<file path="src/rtl/channel_cmd_driver_pkg.sv">
// Shared definitions for the channel command driver and the memory-side
// channel model's command decoder.
//   cmd_t   : CA bus command encoding (NOP/ACT/RD/WR/PRE)
//   state_t : driver FSM states
//   cnt_max : helper used to size the wait counter
package MemoryController_Definitions;

  typedef enum logic [2:0] {
    NOP = 3'd0,
    ACT = 3'd1,
    RD  = 3'd2,
    WR  = 3'd3,
    PRE = 3'd4
  } cmd_t;

  typedef enum logic [2:0] {
    S_IDLE     = 3'd0,
    S_ACT      = 3'd1,
    S_WAIT_RCD = 3'd2,
    S_CAS      = 3'd3,
    S_DATA     = 3'd4,
    S_PRE      = 3'd5,
    S_WAIT_RP  = 3'd6
  } state_t;

  function automatic int unsigned cnt_max(input int unsigned a, input int unsigned b,
                                          input int unsigned c, input int unsigned d);
    int unsigned m;
    m = a;
    if (b > m) m = b;
    if (c > m) m = c;
    if (d > m) m = d;
    return m;
  endfunction

endpackage

</file>
<file path="src/rtl/channel_cmd_driver.sv">
// Closed-page DDR4 CA/DQ driver, one transaction outstanding.
// Each accepted request issues ACT, then RD or WR tRCD cycles later, moves
// the data burst, issues a single-bank PRE right after the last beat and
// becomes ready again tRP cycles after PRE.
// Ports:
//   clk, rst          clock, async active-high reset
//   req_*             request handshake, direction, address and write burst
//   rd_valid/rd_data  completed read burst (beat 0 in LSBs), held until next read
//   ca_cs_n/ca_cmd/ca_bg/ca_bk/ca_addr   registered command/address bus
//   dq_out/dq_oe      registered write beat and its valid
//   dq_in             read beat from memory
module channel_cmd_driver
  import MemoryController_Definitions::*;
#(
  parameter int unsigned NUMRANK       = 4,
  parameter int unsigned RKWIDTH       = 2,
  parameter int unsigned BGWIDTH       = 2,
  parameter int unsigned BKWIDTH       = 2,
  parameter int unsigned RWIDTH        = 15,
  parameter int unsigned CWIDTH        = 10,
  parameter int unsigned MEM_DATAWIDTH = 64,
  parameter int unsigned BURST_LENGTH  = 8,
  parameter int unsigned tRCD          = 16,
  parameter int unsigned tCL           = 16,
  parameter int unsigned tCWL          = 12,
  parameter int unsigned tRP           = 16
) (
  input  logic                                  clk,
  input  logic                                  rst,
  input  logic                                  req_valid,
  output logic                                  req_ready,
  input  logic                                  req_write,
  input  logic [RKWIDTH-1:0]                    req_rank,
  input  logic [BGWIDTH-1:0]                    req_bg,
  input  logic [BKWIDTH-1:0]                    req_bk,
  input  logic [RWIDTH-1:0]                     req_row,
  input  logic [CWIDTH-1:0]                     req_col,
  input  logic [MEM_DATAWIDTH*BURST_LENGTH-1:0] req_wdata,
  output logic                                  rd_valid,
  output logic [MEM_DATAWIDTH*BURST_LENGTH-1:0] rd_data,
  output logic [NUMRANK-1:0]                    ca_cs_n,
  output cmd_t                                  ca_cmd,
  output logic [BGWIDTH-1:0]                    ca_bg,
  output logic [BKWIDTH-1:0]                    ca_bk,
  output logic [RWIDTH-1:0]                     ca_addr,
  output logic [MEM_DATAWIDTH-1:0]              dq_out,
  output logic                                  dq_oe,
  input  logic [MEM_DATAWIDTH-1:0]              dq_in
);

  localparam int unsigned BW     = MEM_DATAWIDTH * BURST_LENGTH;
  localparam int unsigned MW     = MEM_DATAWIDTH;
  localparam int unsigned CNTMAX = cnt_max(tRCD, tRP, tCL + BURST_LENGTH, tCWL + BURST_LENGTH);
  localparam int unsigned CNTW   = $clog2(CNTMAX + 1);

  // cnt counts cycles since the most recent command (0 in the command cycle)
  localparam logic [CNTW-1:0] RCD_END = CNTW'(tRCD - 1);
  localparam logic [CNTW-1:0] RP_END  = CNTW'(tRP - 1);
  localparam logic [CNTW-1:0] RD_END  = CNTW'(tCL + BURST_LENGTH - 1);
  localparam logic [CNTW-1:0] WR_END  = CNTW'(tCWL + BURST_LENGTH - 1);
  localparam logic [CNTW-1:0] RL      = CNTW'(tCL);
  localparam logic [CNTW-1:0] WL      = CNTW'(tCWL);

  state_t              state, state_nx;
  logic [CNTW-1:0]     cnt, cnt_nx;

  logic                wr_q;
  logic [RKWIDTH-1:0]  rank_q;
  logic [BGWIDTH-1:0]  bg_q;
  logic [BKWIDTH-1:0]  bk_q;
  logic [CWIDTH-1:0]   col_q;
  logic [BW-1:0]       wbuf;
  // Holds the first BURST_LENGTH-1 beats; the last beat goes straight to rd_data.
  logic [BW-MW-1:0]    rbuf;

  logic                accept;
  logic                rd_sample;
  logic                rd_done;
  logic                dq_oe_nx;
  cmd_t                cmd_nx;
  logic [NUMRANK-1:0]  cs_nx;
  logic [BGWIDTH-1:0]  bg_nx;
  logic [BKWIDTH-1:0]  bk_nx;
  logic [RWIDTH-1:0]   addr_nx;

  assign req_ready = (state == S_IDLE) && !rst;
  assign accept    = req_valid && req_ready;

  // Outputs are registered from next-state values so each command appears
  // in the same cycle the FSM occupies the matching state.
  always_comb begin
    state_nx  = state;
    cnt_nx    = cnt + CNTW'(1);
    cmd_nx    = NOP;
    cs_nx     = '1;
    bg_nx     = '0;
    bk_nx     = '0;
    addr_nx   = '0;
    dq_oe_nx  = 1'b0;
    rd_sample = 1'b0;
    rd_done   = 1'b0;

    case (state)
      S_IDLE:     if (accept) state_nx = S_ACT;
      S_ACT:      state_nx = S_WAIT_RCD;
      S_WAIT_RCD: if (cnt == RCD_END) state_nx = S_CAS;
      S_CAS:      state_nx = S_DATA;
      S_DATA:     if (cnt == (wr_q ? WR_END : RD_END)) state_nx = S_PRE;
      S_PRE:      state_nx = S_WAIT_RP;
      S_WAIT_RP:  if (cnt == RP_END) state_nx = S_IDLE;
      default:    state_nx = S_IDLE;
    endcase

    case (state_nx)
      S_IDLE, S_ACT, S_CAS, S_PRE: cnt_nx = '0;
      default: ;
    endcase

    case (state_nx)
      S_ACT: begin
        // ACT is only entered from the accepting edge, so use the live request
        cmd_nx            = ACT;
        cs_nx[req_rank]   = 1'b0;
        bg_nx             = req_bg;
        bk_nx             = req_bk;
        addr_nx           = req_row;
      end
      S_CAS: begin
        cmd_nx            = wr_q ? WR : RD;
        cs_nx[rank_q]     = 1'b0;
        bg_nx             = bg_q;
        bk_nx             = bk_q;
        addr_nx           = RWIDTH'(col_q);
      end
      S_PRE: begin
        // addr stays zero: A10=0 selects single-bank precharge
        cmd_nx            = PRE;
        cs_nx[rank_q]     = 1'b0;
        bg_nx             = bg_q;
        bk_nx             = bk_q;
      end
      default: ;
    endcase

    dq_oe_nx  = (state_nx == S_DATA) && wr_q && (cnt_nx >= WL);
    rd_sample = (state == S_DATA) && !wr_q && (cnt >= RL);
    rd_done   = rd_sample && (state_nx == S_PRE);
  end

  always_ff @(posedge clk or posedge rst) begin
    if (rst) begin
      state    <= S_IDLE;
      cnt      <= '0;
      wr_q     <= 1'b0;
      rank_q   <= '0;
      bg_q     <= '0;
      bk_q     <= '0;
      col_q    <= '0;
      wbuf     <= '0;
      rbuf     <= '0;
      ca_cmd   <= NOP;
      ca_cs_n  <= '1;
      ca_bg    <= '0;
      ca_bk    <= '0;
      ca_addr  <= '0;
      dq_oe    <= 1'b0;
      dq_out   <= '0;
      rd_valid <= 1'b0;
      rd_data  <= '0;
    end else begin
      state   <= state_nx;
      cnt     <= cnt_nx;
      ca_cmd  <= cmd_nx;
      ca_cs_n <= cs_nx;
      ca_bg   <= bg_nx;
      ca_bk   <= bk_nx;
      ca_addr <= addr_nx;

      if (accept) begin
        wr_q   <= req_write;
        rank_q <= req_rank;
        bg_q   <= req_bg;
        bk_q   <= req_bk;
        col_q  <= req_col;
        wbuf   <= req_wdata;
      end

      dq_oe <= dq_oe_nx;
      if (dq_oe_nx) begin
        dq_out <= wbuf[MW-1:0];
        wbuf   <= wbuf >> MW;
      end else begin
        dq_out <= '0;
      end

      if (rd_sample) rbuf <= {dq_in, rbuf[BW-MW-1:MW]};

      rd_valid <= rd_done;
      if (rd_done) rd_data <= {dq_in, rbuf};
    end
  end

endmodule

</file>
<file path="config.mk">
export PLATFORM = sky130hd
export DESIGN_NAME = channel_cmd_driver
export DESIGN_NICKNAME = d
export VERILOG_FILES = /design/src/rtl/channel_cmd_driver_pkg.sv /design/src/rtl/channel_cmd_driver.sv
export SDC_FILE = /design/constraint.sdc
export NUM_CORES = 2
export LEC_CHECK = 0
export CORE_AREA = 5 5 466 468
export CTS_BUF_LIST = sky130_fd_sc_hd__clkbuf_8 sky130_fd_sc_hd__clkbuf_16
export DETAILED_ROUTE_END_ITERATION = 8
export DIE_AREA = 0 0 471 473
export GPL_ROUTABILITY_DRIVEN = 0
export GPL_TIMING_DRIVEN = 0
export PLACE_DENSITY = 0.48
export SLEW_MARGIN = 20
export SYNTH_ARGS = -nofsm -noshare
export SYNTH_HDL_FRONTEND = slang
export SYNTH_SLANG_ARGS = --single-unit
</file>
<file path="constraint.sdc">
create_clock -name clk -period 73.1 [get_ports clk]
set_input_delay 14.62 -clock clk [delete_from_list [all_inputs] [get_ports clk]]
set_output_delay 14.62 -clock clk [all_outputs]
set_load 0.03 [all_outputs]
</file>
==> reports/qor.tcl <==
set qor(cts.repair_timing.setup_buffer_count) 0
set qor(detailedPlace.worstSlack_ps) 42110
set qor(max-vdd-ir-drop_uv) 23.27
set qor(netlist_area_before_placement_um2) 65640
set qor(clk_pin_slew_worst_paths_ps) 60
set qor(r2r_slack_ps) 69600
set qor(final.period_utilization_pct) 42.39
set qor(core-area_um2) 213100
set qor(outcome) {finished clean}
set qor(total_die_area_um2) 222800
set qor(filler_cell_count) 19840
set qor(arrival_ps) 16360
set qor(remaining_drc_errors) 0
set qor(setup.worst_path.start) {rst}
set qor(post_synth_inst_count) 4078
set qor(cts_buffer_count) 184
set qor(critical_path.endpoint_type) {output pin}
set qor(route.vias.total) 39710
set qor(finClkSkew_ps) 70.69
set qor(timing.setup.critical_path_class) {input pin to output pin}
set qor(grtUsageTotal_pct) 22.69
set qor(insertion_delay_ps) 840
set qor(place.detailed.hpwl_mm) 208.9
set qor(die_h_um) 473
set qor(wl_mm) 258.2
set qor(critical_path.reg2reg.endpoint) {rd_data[97]}
set qor(die-width_um) 471
set qor(rows) 170
set qor(ys_seq_area_share_pct) 60.59
set qor(crit_end) {req_ready}
set qor(r2r_startpoint) {cnt[0]}
set qor(clk_path_buf_depth) 3
set qor(min_path_cells) 1
set qor(grt_start_max_net_pins) 104
set qor(via_count_of_the_first_global_routing_pass) 41490
set qor(clock-sinks) 1589
set qor(number_of_warnings_printed_during_yosys_synthesis) 0
set qor(setup-violations-final) 0
set qor(total_of_hold_buffers_inserted_after_clock_tree_synthesis) 0
set qor(buffer_ports.inserted) 1215
set qor(cts-resized-gates) 0
set qor(max_freq_ghz) 0.03227
set qor(clk_root_buffer_cell) {sky130_fd_sc_hd__clkbuf_16}
set qor(clock_tree.htree_level_count) 4
set qor(max_cap_violations) 0
set qor(worst_reg2reg_path_depth) 7
set qor(grt_antenna_before_repair) 172
set qor(share_clk_of_total_power_pct) 36.9
set qor(finalWorstSetupSlack_ps) 42120
set qor(timing.max_slew.rel_slack_pct) 24.52
set qor(layoutNonFillerInstCount) 8545
set qor(most-common-layout-cells) {sky130_fd_sc_hd__dfrtp_1 (1585), sky130_fd_sc_hd__mux2_2 (1436), sky130_fd_sc_hd__clkdlybuf4s50_1 (1215)}
set qor(synthesis.nets) 4691
set qor(sw_frac_of_total_pct) 25.15
set qor(power.net_switching_mw) 0.6439
set qor(share_of_cells_above_drive_strength_1_pct) 41.80
set qor(dr.first_iter.drc_count) 2147
set qor(areaGrowthSynthToFinish_pct) 34.66
set qor(routedWlPerCell_um) 30.22
set qor(pwr_density_cell_nw_per_um2) 28.96
set qor(worst_margin_slew_ps) 1132
set qor(worst-path-max-fanout) 8
set qor(grt-ovfl-total) 0
set qor(finalMaxSlewViolations) 0
set qor(detail_route.first_pass.iterations) 4
set qor(power.share.sequential_pct) 44.3
set qor(placed_cells) 8151
set qor(post_synth_num_cell_types) 43
set qor(worstPathRequired_ps) 58480
set qor(final_common_cell) {sky130_fd_sc_hd__dfrtp_1}
set qor(intPower_mw) 1.916
set qor(io-pin-count) 1216
set qor(initial_utilization_pct) 30.80
set qor(vias_cell) 4.647
set qor(final.min_clock_period_ps) 30980
set qor(total_leakage_power_nw) 42.17
set qor(comb_power_share_pct) 18.8
set qor(avgSynthCellArea_um2) 16.10
set qor(grt_pass1_wl_mm) 354.4
set qor(hold_viol) 0
set qor(hold_wc_path_type) {flop to flop}
set qor(rsz0062_at_grt) {no}
set qor(critPathLaunchType) {input pin}
set qor(fin_tns_setup_ps) 0
set qor(synth.ff_latch_count) 1589
set qor(drtAntennaViolNets) 0
set qor(layout.nets) 6112
set qor(clock_tree_from_tritoncts) {done}
kinds of logic after synthesis:
group | Yosys count | synth area share, %
adders and majority gates | 2 | 0.03812
AOI/OAI and AO/OA | 93 | 0.8159
DFF | 1589 | 60.59
muxes | 1857 | 34.26
xor gates and xnor gates | 3 | 0.04004
buffers and inverters | 251 | 2.259
and+or+nand+nor | 283 | 2.000
worst min path at each step:
stage                       endpoint  startpoint  slack (ps)
final                      dq_out[1]     wbuf[1]         470
after global routing       dq_out[9]     wbuf[9]         480
after floorplan              bg_q[1]     bg_q[1]         450
after CTS                  dq_out[1]     wbuf[1]         470
after global placement     dq_out[2]     wbuf[2]         460
after detailed placement  dq_out[60]    wbuf[60]         460
metrics by stage:
step	utilization [%]	hold WS, ps	power [mW]	instance area (um2)
4_1_cts	41.40	467.5	2.593	88230
5_1_grt	41.43	480.2	2.684	88300
6_report	41.47	466.4	2.560	88390
2_1_floorplan	-	445.7	1.495	65640
3_3_place_gp	38.17	455.2	1.624	81350
3_5_place_dp	38.43	457.2	1.633	81910
state kept, by name (all words and copies together) (netlist names), 4 cells and up:
signal and count:
rbuf 448, ca_cs_n 4, wbuf 512, rd_data 512
cnt 5, col_q 10, ca_addr 15, dq_out 64
cell usage after synthesis (all sizes together):
master,number,area share (%)
mux2,1856,34
dfrtp,1585,60
nand2,188,1.1
buf,184,1.9
and2,65,0.62
a21oi,64,0.49
clkbuf,58,0.34
a22o,12,0.16
inv,9,0.051
o21ai,9,0.069
nor2,7,0.040
and3,6,0.057
dfstp,4,0.16
nand3,4,0.031
ha,2,0.038
nand2b,2,0.019
nand3b,2,0.023
nand4bb,2,0.034
nor4,2,0.042
xnor2,2,0.027
a21bo,1,0.015
a21boi,1,0.011
a21o,1,0.011
a22oi,1,0.011
a311o,1,0.015
and3b,1,0.013
mux2i,1,0.015
nor2b,1,0.0095
nor3,1,0.0076
nor3b,1,0.011
o211ai,1,0.011
o21bai,1,0.011
o31ai,1,0.011
or3b,1,0.013
xor2,1,0.013
critical path, cell delays in order:
cell and delay (ps):
sky130_fd_sc_hd__clkdlybuf4s50_1 570, sky130_fd_sc_hd__nor4_4 410, sky130_fd_sc_hd__clkdlybuf4s50_1 770
per-layer routing:
layer  wire [um]  up-vias  global-route usage [%]
met5         357        -                       0
met1      107900    20570                   28.59
met2      120200     1230                   36.15
met3       20260      466                   7.878
met4        9444       56                   8.257
li1            -    17390                       -
area by class of cell:
| type | count | area, um2 | area share [%] |
|---|---|---|---|
| clock inverters | 103 | 1072 | 1.213 |
| multi-input cells | 2238 | 24390 | 27.60 |
| plain buffers | 242 | 1458 | 1.649 |
| clock buffers | 230 | 5249 | 5.938 |
| diodes | 61 | 152.6 | 0.1727 |
| flip-flops and latches | 1589 | 39770 | 44.99 |
| repair buffers | 1235 | 12700 | 14.37 |
| inverters | 9 | 41.29 | 0.04671 |
| well taps | 2838 | 3551 | 4.017 |
power by group through the flow:
stage / Sequential, mW / Clock (mW) / Combinational (mW)
detailed placement: 1.15 / 0 / 0.484
finish: 1.13 / 0.946 / 0.481
CTS: 1.13 / 0.975 / 0.485
global route: 1.15 / 1.01 / 0.522
floorplan: 1.11 / 0 / 0.386
global placement: 1.15 / 0 / 0.470
No activity file was read; power rests on OpenSTA's default activity.
